<file path="src/rtl/multicycle_controller.sv">
// ============================================================================
// multicycle_controller
//
// Control FSM for a multicycle RV32I datapath. Each instruction walks
// FETCH -> DECODE -> EXECUTE -> [MEMORY] -> [WRITEBACK]. The controller
// issues memory handshakes, register-file/PC strobes and ALU controls. It
// counts retired instructions and drops into a sticky TRAP state on an
// illegal opcode, a memory timeout or (optionally) a misaligned access.
//
// Parameters
//   MEM_TIMEOUT    cycles a memory request may wait for mem_ready (1..255)
//   INSTRET_WIDTH  width of the retired-instruction counter
//
// Optional feature
//   MISALIGNED_TRAP_EN  when defined, misaligned lw/sw/lh/lhu/sh traps from
//                       EXECUTE with cause 11; otherwise addr_low is ignored.
//
// Ports
//   clock, reset_n       clock (rising edge) / async active-low reset
//   opcode, funct3,      instruction fields from the instruction register
//   funct7b5
//   zero                 ALU zero/compare flag used for branch resolution
//   addr_low             low bits of the ALU-computed data address
//   mem_ready            memory completes the current request
//   mem_req, mem_write   memory request / request is a store
//   memory_control       {store, funct3} access size/sign code
//   ir_write             latch fetched instruction
//   pc_write, PC_select  PC update strobe / 00 PC+4, 01 PC+imm, 10 rs1+imm
//   ALU_select           ALU operand B is the immediate
//   ALU_control          ALU operation
//   result_select        writeback source: 000 ALU, 001 memory, 010 PC+4
//   reg_write            register file write
//   trap, trap_cause     sticky fault / 01 illegal, 10 timeout, 11 misaligned
//   instret              retired instruction count
//   state                current FSM state encoding
// ============================================================================
module multicycle_controller #(
    parameter int MEM_TIMEOUT   = 15,
    parameter int INSTRET_WIDTH = 32
) (
    input  logic                     clock,
    input  logic                     reset_n,
    input  logic [6:0]               opcode,
    input  logic [2:0]               funct3,
    input  logic                     funct7b5,
    input  logic                     zero,
    input  logic [1:0]               addr_low,
    input  logic                     mem_ready,
    output logic                     mem_req,
    output logic                     mem_write,
    output logic [3:0]               memory_control,
    output logic                     ir_write,
    output logic                     pc_write,
    output logic [1:0]               PC_select,
    output logic                     ALU_select,
    output logic [3:0]               ALU_control,
    output logic [2:0]               result_select,
    output logic                     reg_write,
    output logic                     trap,
    output logic [1:0]               trap_cause,
    output logic [INSTRET_WIDTH-1:0] instret,
    output logic [2:0]               state
);

    typedef enum logic [2:0] {
        S_FETCH     = 3'd0,
        S_DECODE    = 3'd1,
        S_EXECUTE   = 3'd2,
        S_MEMORY    = 3'd3,
        S_WRITEBACK = 3'd4,
        S_TRAP      = 3'd5
    } state_t;

    localparam logic [6:0] OP_LOAD   = 7'b0000011;
    localparam logic [6:0] OP_FENCE  = 7'b0001111;
    localparam logic [6:0] OP_IMM    = 7'b0010011;
    localparam logic [6:0] OP_AUIPC  = 7'b0010111;
    localparam logic [6:0] OP_STORE  = 7'b0100011;
    localparam logic [6:0] OP_OP     = 7'b0110011;
    localparam logic [6:0] OP_LUI    = 7'b0110111;
    localparam logic [6:0] OP_BRANCH = 7'b1100011;
    localparam logic [6:0] OP_JALR   = 7'b1100111;
    localparam logic [6:0] OP_JAL    = 7'b1101111;
    localparam logic [6:0] OP_SYSTEM = 7'b1110011;

    localparam logic [1:0] CAUSE_ILLEGAL  = 2'b01;
    localparam logic [1:0] CAUSE_TIMEOUT  = 2'b10;
    localparam logic [1:0] CAUSE_MISALIGN = 2'b11;

    localparam logic [3:0] ALU_ADD   = 4'b0000;
    localparam logic [3:0] ALU_SUB   = 4'b1000;
    localparam logic [3:0] ALU_SLT   = 4'b0010;
    localparam logic [3:0] ALU_SLTU  = 4'b0011;
    localparam logic [3:0] ALU_PASSB = 4'b1001;

    localparam logic [1:0] PC_SEQ = 2'b00;
    localparam logic [1:0] PC_IMM = 2'b01;
    localparam logic [1:0] PC_REG = 2'b10;

    // The wait counter times out on the cycle that would bring it to MEM_TIMEOUT.
    localparam logic [7:0] TIMEOUT_LAST = 8'(MEM_TIMEOUT - 1);

    state_t                   state_q, state_d;
    logic [1:0]               cause_q, cause_d;
    logic [7:0]               wait_q, wait_d;
    logic [INSTRET_WIDTH-1:0] instret_q;

    // Instruction context captured in DECODE, used by later states.
    logic [6:0] opcode_q;
    logic [2:0] funct3_q;
    logic       funct7b5_q;

    logic is_load, is_store, is_branch, is_jal, is_jalr, is_lui, is_op, is_opimm, is_misc;
    logic illegal, taken, misaligned, wait_expired;
    logic [3:0] alu_op;

    assign is_load   = (opcode_q == OP_LOAD);
    assign is_store  = (opcode_q == OP_STORE);
    assign is_branch = (opcode_q == OP_BRANCH);
    assign is_jal    = (opcode_q == OP_JAL);
    assign is_jalr   = (opcode_q == OP_JALR);
    assign is_lui    = (opcode_q == OP_LUI);
    assign is_op     = (opcode_q == OP_OP);
    assign is_opimm  = (opcode_q == OP_IMM);
    assign is_misc   = (opcode_q == OP_FENCE) || (opcode_q == OP_SYSTEM);

    assign wait_expired = (wait_q == TIMEOUT_LAST) && !mem_ready;

`ifdef MISALIGNED_TRAP_EN
    assign misaligned = (is_load || is_store) &&
                        (((funct3_q[1:0] == 2'b10) && (addr_low != 2'b00)) ||
                         ((funct3_q[1:0] == 2'b01) && addr_low[0]));
`else
    logic unused_addr_low;
    assign unused_addr_low = ^addr_low;
    assign misaligned      = 1'b0;
`endif

    // Legality is judged on the live opcode while in DECODE.
    always_comb begin
        illegal = 1'b1;
        case (opcode)
            OP_OP, OP_IMM, OP_LOAD, OP_STORE, OP_JAL, OP_JALR,
            OP_LUI, OP_AUIPC, OP_FENCE, OP_SYSTEM: illegal = 1'b0;
            OP_BRANCH: illegal = (funct3 == 3'b010) || (funct3 == 3'b011);
            default:   illegal = 1'b1;
        endcase
    end

    // The ALU compares with SUB/SLT/SLTU; zero=1 means equal / not-less.
    always_comb begin
        case (funct3_q)
            3'b000, 3'b101, 3'b111: taken = zero;
            3'b001, 3'b100, 3'b110: taken = ~zero;
            default:                taken = 1'b0;
        endcase
    end

    always_comb begin
        alu_op = ALU_ADD;
        if (is_op) begin
            alu_op = {funct7b5_q, funct3_q};
        end else if (is_opimm) begin
            // Only the shift-right immediates carry funct7 bit 5 (srli/srai).
            alu_op = {(funct3_q == 3'b101) & funct7b5_q, funct3_q};
        end else if (is_branch) begin
            case (funct3_q[2:1])
                2'b10:   alu_op = ALU_SLT;
                2'b11:   alu_op = ALU_SLTU;
                default: alu_op = ALU_SUB;
            endcase
        end else if (is_lui) begin
            alu_op = ALU_PASSB;
        end
    end

    // ------------------------------------------------------------------
    // State register
    // ------------------------------------------------------------------
    always_ff @(posedge clock or negedge reset_n) begin
        if (!reset_n) begin
            state_q   <= S_FETCH;
            cause_q   <= 2'b00;
            wait_q    <= 8'd0;
            instret_q <= '0;
        end else begin
            state_q <= state_d;
            cause_q <= cause_d;
            wait_q  <= wait_d;
            if (pc_write) begin
                instret_q <= instret_q + INSTRET_WIDTH'(1);
            end
        end
    end

    always_ff @(posedge clock) begin
        if (state_q == S_DECODE) begin
            opcode_q   <= opcode;
            funct3_q   <= funct3;
            funct7b5_q <= funct7b5;
        end
    end

    // ------------------------------------------------------------------
    // Next-state logic
    // ------------------------------------------------------------------
    always_comb begin
        state_d = state_q;
        cause_d = cause_q;
        case (state_q)
            S_FETCH: begin
                if (mem_ready) begin
                    state_d = S_DECODE;
                end else if (wait_expired) begin
                    state_d = S_TRAP;
                    cause_d = CAUSE_TIMEOUT;
                end
            end
            S_DECODE: begin
                if (illegal) begin
                    state_d = S_TRAP;
                    cause_d = CAUSE_ILLEGAL;
                end else begin
                    state_d = S_EXECUTE;
                end
            end
            S_EXECUTE: begin
                if (is_load || is_store) begin
                    if (misaligned) begin
                        state_d = S_TRAP;
                        cause_d = CAUSE_MISALIGN;
                    end else begin
                        state_d = S_MEMORY;
                    end
                end else if (is_branch || is_misc) begin
                    state_d = S_FETCH;
                end else begin
                    state_d = S_WRITEBACK;
                end
            end
            S_MEMORY: begin
                if (mem_ready) begin
                    state_d = is_store ? S_FETCH : S_WRITEBACK;
                end else if (wait_expired) begin
                    state_d = S_TRAP;
                    cause_d = CAUSE_TIMEOUT;
                end
            end
            S_WRITEBACK: state_d = S_FETCH;
            S_TRAP:      state_d = S_TRAP;
            default:     state_d = S_FETCH;
        endcase

        // Counts only stalled request cycles within one state visit.
        wait_d = 8'd0;
        if (mem_req && !mem_ready && (state_d == state_q)) begin
            wait_d = wait_q + 8'd1;
        end
    end

    // ------------------------------------------------------------------
    // Output logic
    // ------------------------------------------------------------------
    always_comb begin
        mem_req        = 1'b0;
        mem_write      = 1'b0;
        memory_control = 4'b0000;
        ir_write       = 1'b0;
        pc_write       = 1'b0;
        PC_select      = PC_SEQ;
        ALU_select     = 1'b0;
        ALU_control    = ALU_ADD;
        result_select  = 3'b000;
        reg_write      = 1'b0;
        case (state_q)
            S_FETCH: begin
                // Reset parks the FSM in FETCH; keep the request quiet until release.
                mem_req  = reset_n;
                ir_write = reset_n & mem_ready;
            end
            S_EXECUTE: begin
                ALU_select  = !(is_op || is_branch);
                ALU_control = alu_op;
                if (is_branch) begin
                    pc_write  = 1'b1;
                    PC_select = taken ? PC_IMM : PC_SEQ;
                end else if (is_misc) begin
                    pc_write = 1'b1;
                end
            end
            S_MEMORY: begin
                mem_req        = 1'b1;
                mem_write      = is_store;
                memory_control = {is_store, funct3_q};
                pc_write       = is_store & mem_ready;
            end
            S_WRITEBACK: begin
                reg_write = 1'b1;
                pc_write  = 1'b1;
                if (is_load) begin
                    result_select = 3'b001;
                end else if (is_jal || is_jalr) begin
                    result_select = 3'b010;
                end
                if (is_jal) begin
                    PC_select = PC_IMM;
                end else if (is_jalr) begin
                    PC_select = PC_REG;
                end
            end
            default: ;
        endcase
    end

    assign trap       = (state_q == S_TRAP);
    assign trap_cause = cause_q;
    assign instret    = instret_q;
    assign state      = state_q;

endmodule

</file>
<file path="config.mk">
export PLATFORM = sky130hd
export DESIGN_NAME = multicycle_controller
export DESIGN_NICKNAME = d
export VERILOG_FILES = /design/src/rtl/multicycle_controller.sv
export SDC_FILE = /design/constraint.sdc
export NUM_CORES = 1
export LEC_CHECK = 0
export CORE_UTILIZATION = 45
export CTS_CLUSTER_SIZE = 16
export DETAILED_ROUTE_END_ITERATION = 8
export GPL_TIMING_DRIVEN = 0
export PLACE_DENSITY_LB_ADDON = 0.15
export SYNTH_ARGS = -nofsm -noshare
export SYNTH_HDL_FRONTEND = slang
export SYNTH_SLANG_ARGS = --single-unit
</file>
<file path="constraint.sdc">
create_clock -name clock -period 1.9 [get_ports clock]
set_input_delay 0.57 -clock clock [delete_from_list [all_inputs] [get_ports clock]]
set_output_delay 0.57 -clock clock [all_outputs]
set_load 0.01 [all_outputs]
</file>
After elaboration in Yosys (flattened, before gate mapping)
Index checks and enable logic that the tools add are counted.
- latch bits: 0
- bits in writable memories: 0
- output and inout port bits: 57
- logic and storage cells: 110
- bits in read-only memories: 0
- memories kept: 0
- bits of input ports: 17
- bits in registers: 56
- eq/ne operators: 40
- multipliers: 0
- $add $sub $neg: 2
- reduce and logical (&&, ||, !) cells: 19
- div/mod/pow operators: 0
- order comparisons: 0
- bitwise gates (word level): 4
- shift operators: 0
- multiplexer cells: 38
- operators by type and width (kind ; count):
    $eq 7x7->1 const B ; 8
    $eq 7x6->1 const B ; 6
    $add 32x1->32 const B ; 1
    $mux 4 ; 6
    $eq 7x5->1 const B ; 3
    $mux 3 ; 7
    $eq 3x3->1 const B ; 6
    $mux 2 ; 8
    $pmux 3 s5 ; 1
    $eq 7x2->1 const B ; 2
    $eq 7x4->1 const B ; 2
    $eq 3x2->1 const B ; 4
    $reduce_or 10->1 ; 1
    $add 8x1->8 const B ; 1
    $eq 8x4->1 const B ; 1
    $mux 1 ; 8
    $mux 8 ; 1
    $pmux 2 s2 ; 2
    $pmux 4 s2 ; 1
    $eq 3x1->1 const B ; 2
    $logic_not 3->1 ; 2
    $logic_or 1x1->1 ; 6
    $pmux 1 s2 ; 3
    $reduce_or 3->1 ; 2
    other kinds (12) ; 19

Depth between registers and ports, before layout
Gate-level depths: netlist (run 1).
- depth in word-level cells: 9
- mapped depth: 8
- depth with buffers taken out: 6

Worst setup path before layout (run 1)
Ideal clock, no wire load.
- path type: reg-to-output
- start: register state_q[0] (netlist: state[0])
- end: output pc_write
- cell stages (with the launch flop): 6
- data arrival time: 1.464 ns
- path buffers: 2
- slack: -0.134 ns
- path through: dfrtp_1 -> or3b_1 -> clkbuf_2 -> o221a_1 -> buf_6 -> clkinv_1
- cells in the longest elaborated chain, start to end: 2
- ends and longest elaborated chain (item ; line ; RTL):
    start, declared ; 103 ; state_t state_q, state_d;
    start signal, assigned ; 187 ; state_q <= state_d;
    $eq 3x3->1 / $eq 3x2->1 (equally long branches) ; 275 ; case (state_q)
    $pmux 1 s3 * ; 275 ;
    end, declared ; 53 ; output logic pc_write,
Every way passes the cells marked *; elsewhere a longest branch is shown, timed or not.

Worst setup path after layout (run 1)
- start: register opcode_q[6]
- end: output pc_write
- cells in the longest elaborated chain, start to end: 5
- ends and longest elaborated chain (item ; line ; RTL):
    start, declared ; 109 ; logic [6:0] opcode_q;
    start signal, assigned ; 198 ; opcode_q <= opcode;
    $eq 7x4->1 / $eq 7x7->1 (equally long branches) ; 125 ; assign is_misc = (opcode_q == OP_FENCE) || (opcode_q == OP_SYSTEM);
    $logic_or 1x1->1 ; 125 ;
    $mux 1 ; 287 ; end else if (is_misc) begin
    $mux 1 ; 284 ; if (is_branch) begin
    $pmux 1 s3 * ; 275 ;
Marked as above.

==> results of run 1 <==
[cell type report]
| class | count | area (µm²) |
|---|---|---|
| fill | 357 | 1110 |
| timing repair buffer | 153 | 1460 |
| sequential | 56 | 1470 |
| buffer | 11 | 110 |
| multi-input combinational | 217 | 1990 |
| clock inverter | 3 | 22.5 |
| inverter | 9 | 46.3 |
| tap | 77 | 96.3 |
| clock buffer | 5 | 68.8 |
[power breakdown]
part / internal, µW / switching (µW)
registers: 1440 / 222
clock network: 265 / 414
logic: 1580 / 1500
total: 3290 / 2140
[placed cells by master, fill, tap and decap left out, types with 6 or more instances in the layout]
cell / count
buf_4: 60
nand3_1: 10
buf_12: 6
nor3_4: 8
dlygate4sd2_1: 7
dlymetal6s2s_1: 8
nand4_1: 16
nand2_1: 15
buf_6: 31
buf_2: 12
and3_1: 6
edfxtp_1: 11
nor2_4: 6
nor2_1: 11
xnor2_1: 9
xor2_1: 28
nor4_4: 12
dfrtp_2: 13
dfrtp_1: 32
clkdlybuf4s50_1: 33
nor2_2: 8
[through the flow]
stage	TNS [ns]	std cells	total power (µW)	setup WS (ns)	area, µm²
2_1_floorplan	-0.557	296	2530	-0.0694	3080
3_3_place_gp	-88.21	443	3070	-2.20	3880
3_5_place_dp	-28.69	444	3090	-1.03	3890
4_1_cts	-11.63	497	4910	-0.448	4810
5_1_grt	-17.02	531	5670	-0.556	5270
6_report	-11.52	531	5430	-0.455	5270
[how the worst max path moves through the flow]
stage                                    to  depth (start not counted)                    from
finish                             pc_write                          7   opcode_q[6]$_DFFE_PN_
global route                       pc_write                          6   opcode_q[2]$_DFFE_PN_
CTS                                pc_write                          7   opcode_q[2]$_DFFE_PN_
detailed placement                 pc_write                          6               mem_ready
global placement                    mem_req                          4                 reset_n
floorplan           instret[25]$_DFFE_PN0P_                          5  instret[7]$_DFFE_PN0P_
[per-layer routing]
metal	share of wire (%)	routed length, µm	track usage [%]	vias up
li1	-	-	-	1380
met1	40	3870	31.5	1485
met2	53	5080	42.8	107
met3	4.8	461	5.04	24
met4	2.7	262	8.78	0
met5	0	0	0	-
[state kept, by name, indices dropped and copies added, names as in the netlist]
name,cells
instret,32
wait_q,8
opcode_q,7
funct3_q,3
state,3
trap_cause,2
funct7b5_q,1
[kinds of logic after synthesis]
family / share of synthesized area, %
buf+inv: 3.85
mux: 0.711
compound gates: 7.02
other cells: 0.125
xor+xnor: 11.1
fa+ha+maj: 1.25
flops: 48.7
simple gates: 27.3
[what timing repair did]
action	in CTS	in global routing
resized for setup	192	63
pin swaps	72	39
setup buffers	45	40
gates cloned	2	0
endpoints found under the setup margin	74	81
[worst max-delay path, delay by kind of cell, from the launching register on]
family	cells	cell delay (ns)
flip-flops	1	0.40
AND/OR/NAND/NOR	1	0.29
AO/OA/AOI/OAI	2	0.34
buffers and inverters	4	0.44
==> metrics.cfg, run 1 <==
[status]
status=finished with violations
violations=negative setup slack

[sta]
worst_slack_ns=-0.455
fmax_ghz=0.425
timing.final.crit_period_ns=2.36
finalHoldViolCount=0
setup_viol=55
finalCritPeriodShare_pct=124
worst_slew_pin_slew_ns=0.828
whs_ns=0.0985
final_max_slew_viol_count=0
relSlewSlack_pct=44.6
rsz0062_at_grt=true
finClkSkew_ns=0.00996

[setup_path]
arrival_ns=1.79
crit_fanout=3
r2r-end=instret[25]$_DFFE_PN0P_
cp-start-kind=register
rrSetupSlack_ns=-0.41
reg2reg_from=opcode_q[6]$_DFFE_PN_
cp_slowest_stage_delay_ns=0.40
cpMaxStageDelayCell=edfxtp_1
worst-setup-path-type=register to output pin
crit_top_cell=buf_6
worst_setup_path_end_kind=output pin
worstRegToRegCells=10
required_ns=1.33
crit_chain=buf_4, nor4bb_4, a32oi_1, o221a_1, buf_6, clkinv_8, buf_6

[synth]
synth-seq-cells=56
yosys_warnings=0
synth_area_leaders=dfrtp_1 (38%), edfxtp_1 (11%), xor2_1 (8.2%)
synth_top_cell_by_area=dfrtp_1
synth_edf_count=11
yosys-top-cells-count=dfrtp_1 (45), xor2_1 (28), nor2_1 (25)
synthFlopType=dfrtp_1
yosysTopAreaCellShare_pct=37.6
synth_area_um2=2990
yosysSeqAreaShare_pct=48.7
synth_fp_nets=316
synth_cell_type_count=53
postSynth.asyncResetShare_pct=80.4
avgSynthCellArea_um2=10.1
synth_most_common_cell=dfrtp_1
synthCells=296

[cts]
hold_buffers=0
clkSlewWorstSetupHoldPaths_ns=0.10
clock-root-buffer=clkbuf_8
clkLatencyLatePin_ns=0.32
cts_buffer_depth=2
cts_tree=yes
htreeDepth=2
clock-sinks=56
cts_buffers=5

[floorplan]
die-width_um=83.6
boundaryPins=74
rows=29
die_h_um=83.6
dieArea_um2=6980
start_util_pct=46.9
coreArea_um2=6390

[global_route]
grt_pass1_wl_mm=13.9
grt_max_degree=41
grt_overflow_total=0
grt_use_total_pct=25.0
antenna_found_initial=0
grt_pass1_vias=2842

[job]
maxCapViolCount=0

[route]
drc_errors=0
wirelength_mm=9.67
initialDrtViolationCount=138
vias=2996
wl_per_cell_um=18.2
first_pass_iters=4
viasPerCell=5.64
ant_nets=0

[placement]
port_buffers=70
hpwl_mm=4.77
gp_congestion=0.795

[final_layout]
n_antenna_cell=0
fin_util_pct=82.5
drive_gt1_share_pct=46.9
area_growth_pct=76.1
final_nets=473

[pwr]
ir_worst_vdd_mv=0.995
p_leak_uw=0.00241
pwr_density_cell_nw_per_um2=1030

[hold_path]
min_path_type=input pin to async pin

No activity file was read; power rests on OpenSTA's default activity.
==> run 2: changes to the inputs <==
--- a/config.mk
+++ b/config.mk
@@ -5,7 +5,8 @@
 export SDC_FILE = /design/constraint.sdc
 export NUM_CORES = 1
 export LEC_CHECK = 0
-export CORE_UTILIZATION = 45
+export CORE_UTILIZATION = 46
+export CTS_BUF_LIST = sky130_fd_sc_hd__clkbuf_8
 export CTS_CLUSTER_SIZE = 16
 export DETAILED_ROUTE_END_ITERATION = 8
 export GPL_TIMING_DRIVEN = 0
==> metrics.cfg, run 2 (synthesized netlist as in run 1, its figures left out) <==
[sta]
finalSetupTns_ns=-14.27
worst_slack_ns=-0.512
fmax_ghz=0.415
setup_viol=49
rsz0062_at_grt=true
finalHoldViolCount=0
timing.final.crit_period_ns=2.41
whs_ns=0.147
finClkSkew_ns=0.0121
worst_slew_pin_slew_ns=0.819
final_max_slew_viol_count=0
relSlewSlack_pct=45.3
finalCritPeriodShare_pct=127

[setup_path]
setup.worst_path.start=opcode_q[6]$_DFFE_PN_
critPathBufInv=4
cp_slowest_stage_delay_ns=0.46
worstRegToRegCells=11
arrival_ns=1.84
crit_top_cell=buf_6
cp-start-kind=register
crit_family=flip-flops
cpMaxStageDelayCell=edfxtp_1
worst-path-stages=7
worst_setup_path_end_kind=output pin
crit_fanout=5
required_ns=1.33
reg2reg_from=opcode_q[6]$_DFFE_PN_
worst-setup-path-type=register to output pin
crit_chain=buf_6, nor4bb_4, a32oi_1, o221a_1, buf_6, clkinv_8, buf_6

[placement]
gp_congestion=0.811
hpwl_mm=4.88
place_inst=444
port_buffers=70

[route]
drc_errors=0
wl_per_cell_um=18.7
vias=2948
initialDrtViolationCount=182
ant_nets=0
first_pass_iters=5
wirelength_mm=9.60
viasPerCell=5.76

[cts]
cts_tree=yes
htreeDepth=2
cts_buffers=5
hold_buffers=0
clock-sinks=56
clkLatencyLatePin_ns=0.32
clkSlewWorstSetupHoldPaths_ns=0.10
clock-root-buffer=clkbuf_8
cts_buffer_depth=2

[hold_path]
min_path_type=input pin to async pin

[pwr]
ir_worst_vdd_mv=0.865
intPower_uw=3220
pwr_density_cell_nw_per_um2=1030
pwr-share-comb_pct=56.1
pwr-share-seq_pct=30.9
netSwitchingFraction_pct=39.0
p_clk_share_pct=13.0
p_leak_uw=0.00231
p_total_uw=5280
netSwitchingPower_uw=2060

[floorplan]
dieArea_um2=6830
boundaryPins=74
die-width_um=82.7
start_util_pct=47.4
rows=29
die_h_um=82.7
coreArea_um2=6310

[final_layout]
final_nets=454
n_antenna_cell=0
final_cell_mix=buf_6 (35), buf_4 (34), clkdlybuf4s50_1 (30), dfrtp_1 (30), xor2_1 (28)
regArea_um2=1480
multi_input_area_um2=1940
area_growth_pct=70.8
final_cells=512
fillers=355
layout_commonest_cell=buf_6
drive_gt1_share_pct=42.1
largest_reg_flops=32

[global_route]
grt_pass1_wl_mm=13.8
grt_max_degree=25
grt_overflow_total=0
grt_use_total_pct=27.5
antenna_found_initial=0
grt_pass1_vias=2828

[status]
status=finished with violations
violations=negative setup slack

[job]
maxCapViolCount=0

[run 2: cell count changes in the layout (fill, tap and decap cells not counted), moves of 3 or more]
cell / previous run / this run
clkdlybuf4s50_1: 33 / 30
nor2_1: 11 / 17
dlymetal6s2s_1: 8 / 14
buf_6: 31 / 35
buf_4: 60 / 34
nor2_2: 8 / 2
[run 2: cell type report]
cell class	count	area share, %
Sequential cell	56	28.9
Clock buffer	6	1.62
Clock inverter	2	0.220
Timing Repair Buffer	135	26.9
Tap cell	77	1.88
Multi-Input combinational cell	217	37.9
Inverter	9	0.955
Buffer	10	1.69
[run 2: stage by stage]
stage / utilization, % / setup WS (ns) / instance area [µm²]
2_1_floorplan: - / -0.0694 / 3080
3_3_place_gp: 61.4 / -2.23 / 3880
3_5_place_dp: 61.7 / -1.03 / 3890
4_1_cts: 76.6 / -0.454 / 4830
5_1_grt: 81.0 / -0.579 / 5110
6_report: 81.0 / -0.512 / 5110
[run 2: path summary, 6_finish.rpt]
kind / end / slack (ns)
max: pc_write / -0.51
min: wait_q[7]$_DFF_PN0_ / 0.15
max reg2reg: instret[26]$_DFFE_PN0P_ / -0.47
min reg2reg: instret[31]$_DFFE_PN0P_ / 0.49
max in group asynchronous: instret[16]$_DFFE_PN0P_ / 1.31
min in group clock: funct3_q[2]$_DFFE_PN_ / 0.46
[run 2: timing repair]
item,in CTS,in global routing
pin swaps,71,38
setup buffers,42,26
hold endpoints to repair,0,0
gates cloned,3,0
gates resized for setup,198,58
setup endpoints to repair,69,79
[run 2: power by group through the flow]
stage	clock network [µW]	registers [µW]	logic, µW
floorplan	0	1670	857
global placement	0	1660	1410
detailed placement	0	1670	1430
CTS	691	1610	2610
global route	737	1660	3100
finish	686	1630	2960
[run 2: layer usage]
layer | global-route usage [%] | vias to the layer above | part of all wire [%]
li1 | - | 1346 | -
met1 | 34.6 | 1483 | 42
met2 | 47.4 | 103 | 51
met3 | 4.73 | 16 | 4.7
met4 | 9.48 | 0 | 1.8
met5 | 0 | - | 0
